--- src/rtl/memory_dbus_ctrl_if.sv ---
// Data-bus handshake bundle between the M-stage controller and the memory system.
// The controller drives the request side; the memory returns addr_ok/data_ok/data.
interface memory_dbus_ctrl_if #(
    parameter int XLEN   = 64,
    parameter int ADDR_W = 64
);
    logic                dreq_valid;
    logic [ADDR_W-1:0]   dreq_addr;
    logic [1:0]          dreq_size;
    logic [XLEN/8-1:0]   dreq_strobe;
    logic [XLEN-1:0]     dreq_data;
    logic                dresp_addr_ok;
    logic                dresp_data_ok;
    logic [XLEN-1:0]     dresp_data;

    modport master (
        output dreq_valid, dreq_addr, dreq_size, dreq_strobe, dreq_data,
        input  dresp_addr_ok, dresp_data_ok, dresp_data
    );

    modport slave (
        input  dreq_valid, dreq_addr, dreq_size, dreq_strobe, dreq_data,
        output dresp_addr_ok, dresp_data_ok, dresp_data
    );
endinterface

--- src/rtl/memory_dbus_ctrl.sv ---
// Memory-stage data-bus request controller. Issues one load/store per M-stage
// instruction, stalls the pipeline until it completes and hands the raw read
// doubleword to writeback (size/sign extraction happens there).
//
// state | meaning
// IDLE  | no access in flight; waiting for an M-stage memory op
// REQ   | request presented on the bus, waiting for addr_ok
// WAIT  | request accepted, waiting for data_ok
// DONE  | access finished (or rejected as misaligned); wait for pipe_advance
module memory_dbus_ctrl #(
    parameter int XLEN   = 64,
    parameter int ADDR_W = 64
) (
    input  logic                  clk,
    input  logic                  reset,
    input  logic                  req_valid,
    input  logic                  req_write,
    input  logic [1:0]            req_msize,
    input  logic [ADDR_W-1:0]     req_addr,
    input  logic [XLEN-1:0]       req_wdata,
    input  logic                  pipe_advance,
    memory_dbus_ctrl_if.master    dbus,
    output logic                  mem_stall,
    output logic [XLEN-1:0]       rd_raw,
    output logic                  misalign
);
    localparam int SW = XLEN / 8;

    typedef enum logic [1:0] {IDLE, REQ, WAIT, DONE} state_t;

    state_t              state, state_nxt;
    logic [2:0]          ofs;
    logic                misalign_calc;
    logic [SW-1:0]       strobe_base;
    logic [SW-1:0]       strobe_calc;
    logic [XLEN-1:0]     data_calc;
    logic                issue;
    logic                reject;
    logic                capture;

    logic [ADDR_W-1:0]   addr_r;
    logic [1:0]          size_r;
    logic [SW-1:0]       strobe_r;
    logic [XLEN-1:0]     data_r;
    logic                write_r;
    logic                misalign_r;
    logic [XLEN-1:0]     rd_raw_r;

    assign ofs = req_addr[2:0];

    // Decode size alignment, byte enables and lane-shifted store data from the live request.
    always_comb begin
        misalign_calc = 1'b0;
        strobe_base   = '1;
        case (req_msize)
            2'd0: strobe_base = SW'(8'h01);
            2'd1: begin
                strobe_base   = SW'(8'h03);
                misalign_calc = ofs[0];
            end
            2'd2: begin
                strobe_base   = SW'(8'h0F);
                misalign_calc = |ofs[1:0];
            end
            default: begin
                strobe_base   = '1;
                misalign_calc = |ofs;
            end
        endcase
        strobe_calc = req_write ? (strobe_base << ofs) : '0;
        data_calc   = req_wdata << {ofs, 3'b000};
    end

    assign issue   = (state == IDLE) && req_valid && !misalign_calc;
    assign reject  = (state == IDLE) && req_valid && misalign_calc;
    assign capture = !write_r && dbus.dresp_data_ok &&
                     (((state == REQ) && dbus.dresp_addr_ok) || (state == WAIT));

    // State register.
    always_ff @(posedge clk or posedge reset) begin
        if (reset) state <= IDLE;
        else       state <= state_nxt;
    end

    // Next-state logic; DONE only leaves on pipe_advance so an access is never re-issued.
    always_comb begin
        state_nxt = state;
        case (state)
            IDLE: begin
                if (req_valid) state_nxt = misalign_calc ? DONE : REQ;
            end
            REQ: begin
                if (dbus.dresp_addr_ok) state_nxt = dbus.dresp_data_ok ? DONE : WAIT;
            end
            WAIT: begin
                if (dbus.dresp_data_ok) state_nxt = DONE;
            end
            DONE: begin
                if (pipe_advance) state_nxt = IDLE;
            end
            default: state_nxt = IDLE;
        endcase
    end

    // Request copies held stable on the bus while REQ waits for addr_ok.
    always_ff @(posedge clk or posedge reset) begin
        if (reset) begin
            addr_r   <= '0;
            size_r   <= '0;
            strobe_r <= '0;
            data_r   <= '0;
            write_r  <= 1'b0;
        end else if (issue) begin
            addr_r   <= req_addr;
            size_r   <= req_msize;
            strobe_r <= strobe_calc;
            data_r   <= data_calc;
            write_r  <= req_write;
        end
    end

    // Misalign flag lives for the DONE visit; read data is captured only on load completion.
    always_ff @(posedge clk or posedge reset) begin
        if (reset) begin
            misalign_r <= 1'b0;
            rd_raw_r   <= '0;
        end else begin
            if (reject)
                misalign_r <= 1'b1;
            else if ((state == DONE) && pipe_advance)
                misalign_r <= 1'b0;
            if (capture)
                rd_raw_r <= dbus.dresp_data;
        end
    end

    assign dbus.dreq_valid  = (state == REQ);
    assign dbus.dreq_addr   = addr_r;
    assign dbus.dreq_size   = size_r;
    assign dbus.dreq_strobe = strobe_r;
    assign dbus.dreq_data   = data_r;

    assign mem_stall = req_valid && (state != DONE);
    assign rd_raw    = rd_raw_r;
    assign misalign  = misalign_r;
endmodule

--- src/flat_wrapper.sv ---
// flat-port wrapper written by rule: the top's interface ports become plain ports
module memory_dbus_ctrl_flat 
#(
    parameter int XLEN   = 64,
    parameter int ADDR_W = 64
)
  (clk, reset, req_valid, req_write, req_msize, req_addr, req_wdata, pipe_advance, mem_stall, rd_raw, misalign, dbus_dreq_valid, dbus_dreq_addr, dbus_dreq_size, dbus_dreq_strobe, dbus_dreq_data, dbus_dresp_addr_ok, dbus_dresp_data_ok, dbus_dresp_data);
  memory_dbus_ctrl_if #(.XLEN(XLEN), .ADDR_W(ADDR_W)) dbus_i ();
  input  logic clk;
  input  logic reset;
  input  logic req_valid;
  input  logic req_write;
  input  logic [1:0] req_msize;
  input  logic [ADDR_W-1:0] req_addr;
  input  logic [XLEN-1:0] req_wdata;
  input  logic pipe_advance;
  output logic mem_stall;
  output logic [XLEN-1:0] rd_raw;
  output logic misalign;
  output wire logic [$bits(dbus_i.dreq_valid)-1:0] dbus_dreq_valid;
  output wire logic [$bits(dbus_i.dreq_addr)-1:0] dbus_dreq_addr;
  output wire logic [$bits(dbus_i.dreq_size)-1:0] dbus_dreq_size;
  output wire logic [$bits(dbus_i.dreq_strobe)-1:0] dbus_dreq_strobe;
  output wire logic [$bits(dbus_i.dreq_data)-1:0] dbus_dreq_data;
  input wire logic [$bits(dbus_i.dresp_addr_ok)-1:0] dbus_dresp_addr_ok;
  input wire logic [$bits(dbus_i.dresp_data_ok)-1:0] dbus_dresp_data_ok;
  input wire logic [$bits(dbus_i.dresp_data)-1:0] dbus_dresp_data;
  assign dbus_dreq_valid = dbus_i.dreq_valid;
  assign dbus_dreq_addr = dbus_i.dreq_addr;
  assign dbus_dreq_size = dbus_i.dreq_size;
  assign dbus_dreq_strobe = dbus_i.dreq_strobe;
  assign dbus_dreq_data = dbus_i.dreq_data;
  assign dbus_i.dresp_addr_ok = dbus_dresp_addr_ok;
  assign dbus_i.dresp_data_ok = dbus_dresp_data_ok;
  assign dbus_i.dresp_data = dbus_dresp_data;
  memory_dbus_ctrl #(.XLEN(XLEN), .ADDR_W(ADDR_W)) u_core (.clk(clk), .reset(reset), .req_valid(req_valid), .req_write(req_write), .req_msize(req_msize), .req_addr(req_addr), .req_wdata(req_wdata), .pipe_advance(pipe_advance), .dbus(dbus_i), .mem_stall(mem_stall), .rd_raw(rd_raw), .misalign(misalign));
endmodule
--- config.mk ---
export PLATFORM = sky130hd
export DESIGN_NAME = memory_dbus_ctrl_flat
export DESIGN_NICKNAME = d
export VERILOG_FILES = /design/src/rtl/memory_dbus_ctrl_if.sv /design/src/rtl/memory_dbus_ctrl.sv /design/src/flat_wrapper.sv
export SDC_FILE = /design/constraint.sdc
export NUM_CORES = 1
export LEC_CHECK = 0
export ABC_AREA = 1
export CAP_MARGIN = 0
export CORE_AREA = 2 2 158 160
export DETAILED_ROUTE_END_ITERATION = 10
export DIE_AREA = 0 0 160 162
export PLACE_DENSITY_LB_ADDON = 0.12
export RECOVER_POWER = 50
export SETUP_SLACK_MARGIN = 0.2
export SYNTH_ARGS = -nofsm -noshare
export SYNTH_HDL_FRONTEND = slang
export SYNTH_SLANG_ARGS = --single-unit
--- constraint.sdc ---
create_clock -name clk -period 7.7 [get_ports clk]
set_input_delay 1.54 -clock clk [delete_from_list [all_inputs] [get_ports clk]]
set_output_delay 1.54 -clock clk [all_outputs]
set_load 0.01 [all_outputs]
==> results by group <==
STA
  – Relative slew slack: -1.92
  – Pin slew with the least headroom to its limit: 4.39 ns
  – RSZ-0062 raised after global routing: no
  – Fin crit share: 0.712
  – TNS Setup: 0 ns
  – Slew Viols, Final: 212
  – Setup-failing EPs final: 0
  – Fmax: 0.182 GHz
  – Layout Skew: between 0.015 and 0.02 ns
  – Final number of hold-violating endpoints: 0
  – Tmin final: 5.48 ns

GRT
  – Largest net degree at the start of global routing: around 130
  – GRT Overall Usage: 0.252
  – GRT Residual Overflow: 0
  – Initial antenna violation count: 4
  – First-pass GRT wire length: 51.9 mm
  – Vias in the first global route: 9537

Die
  – Die width: 160 um
  – IO Pins: 406
  – Core Region: roughly 24000 um2
  – Row count: 57
  – Die area: 25900 um2
  – Die span in y: 162 um
  – Initial Util: 0.409

Detailed routing
  – Pre-Repair DR Iteration Count: 5
  – Vias per Instance: 4.91
  – Wire per inst: 16.6 um
  – Initial drt markers: 885
  – ANT nets after route: 0
  – DR vias: 9846
  – Drc violations: 0
  – Final WL: 33.2 mm

Synth
  – Post-synthesis sequential area ratio: 0.522
  – Syn nets: approximately 1500
  – Gate Count Post-Synth: between 1000 and 1500
  – Cell area after synthesis: 9870 um2
  – Post-synthesis register bit count: between 200 and 250
  – Netlist cell types: 23
  – Yosys warns: 0
  – Syn_area_per_cell: 7.60 um2

Placed design
  – GPL Wtd Cong: around 0.9
  – Port Buf Inserts: 405
  – Post-DP HPWL: approximately 24 mm

Clock tree
  – Htree depth: 1
  – CTS clk-pin slew, worst paths: roughly 0.06 ns
  – Clk root buf: clkbuf_16
  – Clock Path Buffers: 3
  – Later-pin clock latency in the skew report: 0.51 ns
  – CTS sink count: 206
  – TritonCTS buffer count: 24
  – Cts repair resizes: 0
  – CTS tree: yes
  – Hold Buf Count CTS: 0
  – Post-CTS setup buffer count: 0

Min path
  – Hold path cells: 2
  – HP Start: u_core.dbus.dreq_addr[58]
  – Hold Path Sink: u_core.dbus.dreq_addr[58]
  – Worst hold path type: flop to flop

Outcome
  – Failing checks: max-capacitance violations, max-slew violations
  – Status: finished, violations left

Critical path
  – Crit path capture type: flop
  – Critical path type: primary input to flop
  – Worst flop-to-flop path endpoint: u_core.rd_raw[51]
  – Arrival time at the worst endpoint: 5.66 ns
  – CP Launch Type: primary input
  – Worst-path fanout max: 128
  – Reg2reg setup slack: 2.93 ns
  – R2R cell count: 7
  – Worst r2r src: u_core.state[0]
  – Worst Path Required: between 7 and 8 ns

Finish
  – Area growth from synthesis to layout: 49.2%
  – Multi-input combinational cell area: 3940 um2
  – Share of cells above drive strength 1: 0.0358
  – Fillcell total: 2221
  – Fin util: 0.611
  – FF/Latch Area: 5150 um2
  – # nets final: between 1500 and 2000

Run
  – Max Cap Viol: 2

Pwr
  – P per Cell Area: 345 nW/um2
  – Worst VDD drop: 0.000205 V
  – Static Leak: 7.47 nW
[layout make-up]
cell class	instances	share of cell area
Sequential cell	206	0.350
Timing Repair Buffer	415	0.279
Multi-Input combinational cell	935	0.268
Clock buffer	33	0.0479
Tap cell	324	0.0275
Inverter	78	0.0200
Clock inverter	9	0.00680
Antenna cell	4	0.000680
[cell families (layout without fill, tap and decap cells)]
logic type                 count (synthesis)  count (layout)  share of synthesized area
buffers and inverters                    157             535                     0.0797
and+or+nand+nor                          814             814                      0.333
AOI/OAI and AO/OA                        116             116                     0.0590
adders and majority gates                  5               5                    0.00634
DFF                                      206             206                      0.522
other                                      0               4                          0
[sequential cells by signal, summed over array words and instances, names as in the netlist]
register / cells
u_core.dbus.dreq_addr: 64
u_core.dbus.dreq_data: 64
u_core.rd_raw: 64
u_core.dbus.dreq_strobe: 8
u_core.dbus.dreq_size: 2
u_core.state: 2
u_core.misalign: 1
u_core.write_r: 1
[worst max path at each step]
| stage | slack [ns] | cells after the start | endpoint | start |
|---|---|---|---|---|
| floorplan | 0.54 | 1 | u_core.dbus.dreq_addr[0] | reset |
| global placement | 2.84 | 11 | u_core.dbus.dreq_addr[36] | req_addr[2] |
| detailed placement | 2.75 | 11 | u_core.dbus.dreq_addr[35] | req_addr[2] |
| CTS | 3.29 | 11 | u_core.dbus.dreq_addr[35] | req_addr[2] |
| global route | 1.52 | 6 | u_core.rd_raw[2] | dbus_dresp_addr_ok |
| finish | 2.22 | 6 | u_core.rd_raw[51] | dbus_dresp_addr_ok |
[power breakdown]
| group | switching [mW] | internal [mW] | total, mW | leakage [nW] |
|---|---|---|---|---|
| clock network | 0.447 | 0.704 | 1.15 | 0.396 |
| logic | 1.03 | 1.05 | 2.08 | 4.46 |
| registers | 0.273 | 1.58 | 1.85 | 2.62 |
[layout by cell type, fill, tap and decap left out]
cell type / count
clkbuf_1: 4
clkinvlp_2: 1
nor2_4: 2
nor2_8: 1
nand3_1: 142
nor2_1: 15
dlygate4sd3_1: 145
or2_2: 1
clkbuf_16: 25
ha_1: 5
buf_4: 9
clkdlybuf4s50_1: 258
clkinv_2: 5
dfrtp_1: 206
nand3_4: 1
inv_1: 74
o21ai_0: 79
o22ai_1: 1
nand2_1: 648
o21ai_1: 33
clkinvlp_4: 2
clkbuf_8: 5
nand3b_1: 1
diode_2: 4
inv_2: 3
nand3_2: 1
buf_2: 2
nand4_1: 2
bufinv_16: 2
a21oi_1: 3
[per-layer routing]
| layer | global-route usage | part of all wire | vias up | wire, um |
|---|---|---|---|---|
| met5 | 0 | 0 | - | 0 |
| met4 | 0.104 | 0.041 | 0 | 1360 |
| met3 | 0.0718 | 0.088 | 80 | 2920 |
| met2 | 0.418 | 0.47 | 407 | 15800 |
| met1 | 0.310 | 0.40 | 4555 | 13200 |
| li1 | - | - | 4804 | - |
[worst max-delay path, stage by stage]
cell             delay, ns
clkdlybuf4s50_1       0.42
nand2_1               0.07
nand2_1               0.04
nand3b_1              0.07
clkbuf_1              3.05
o21ai_0               0.42
[metrics by stage]
step / area [um2] / std cells / setup slack [ns] / power, mW / hold WS, ns
floorplan: 9870 / 1298 / 0.536 / 2.77 / 0.450
detailed placement: 13900 / 1958 / 2.75 / 4.09 / 0.464
global route: 14700 / 2002 / 1.52 / 5.44 / 0.493
global placement: 13900 / 1958 / 2.84 / 4.06 / 0.463
CTS: 14700 / 2000 / 3.29 / 5.28 / 0.480
finish: 14700 / 2004 / 2.22 / 5.08 / 0.471
[Yosys cell counts, drive strengths merged]
master	number	area share
a21oi	3	0.0015
buf	46	0.038
clkbuf	33	0.013
dfrtp	206	0.52
ha	5	0.0063
inv	78	0.030
nand2	648	0.25
nand3	144	0.074
nand3b	1	0.00076
nand4	2	0.0013
nor2	18	0.0095
o21ai	112	0.057
o22ai	1	0.00063
or2	1	0.00063
(Power assumes the default switching activity.)
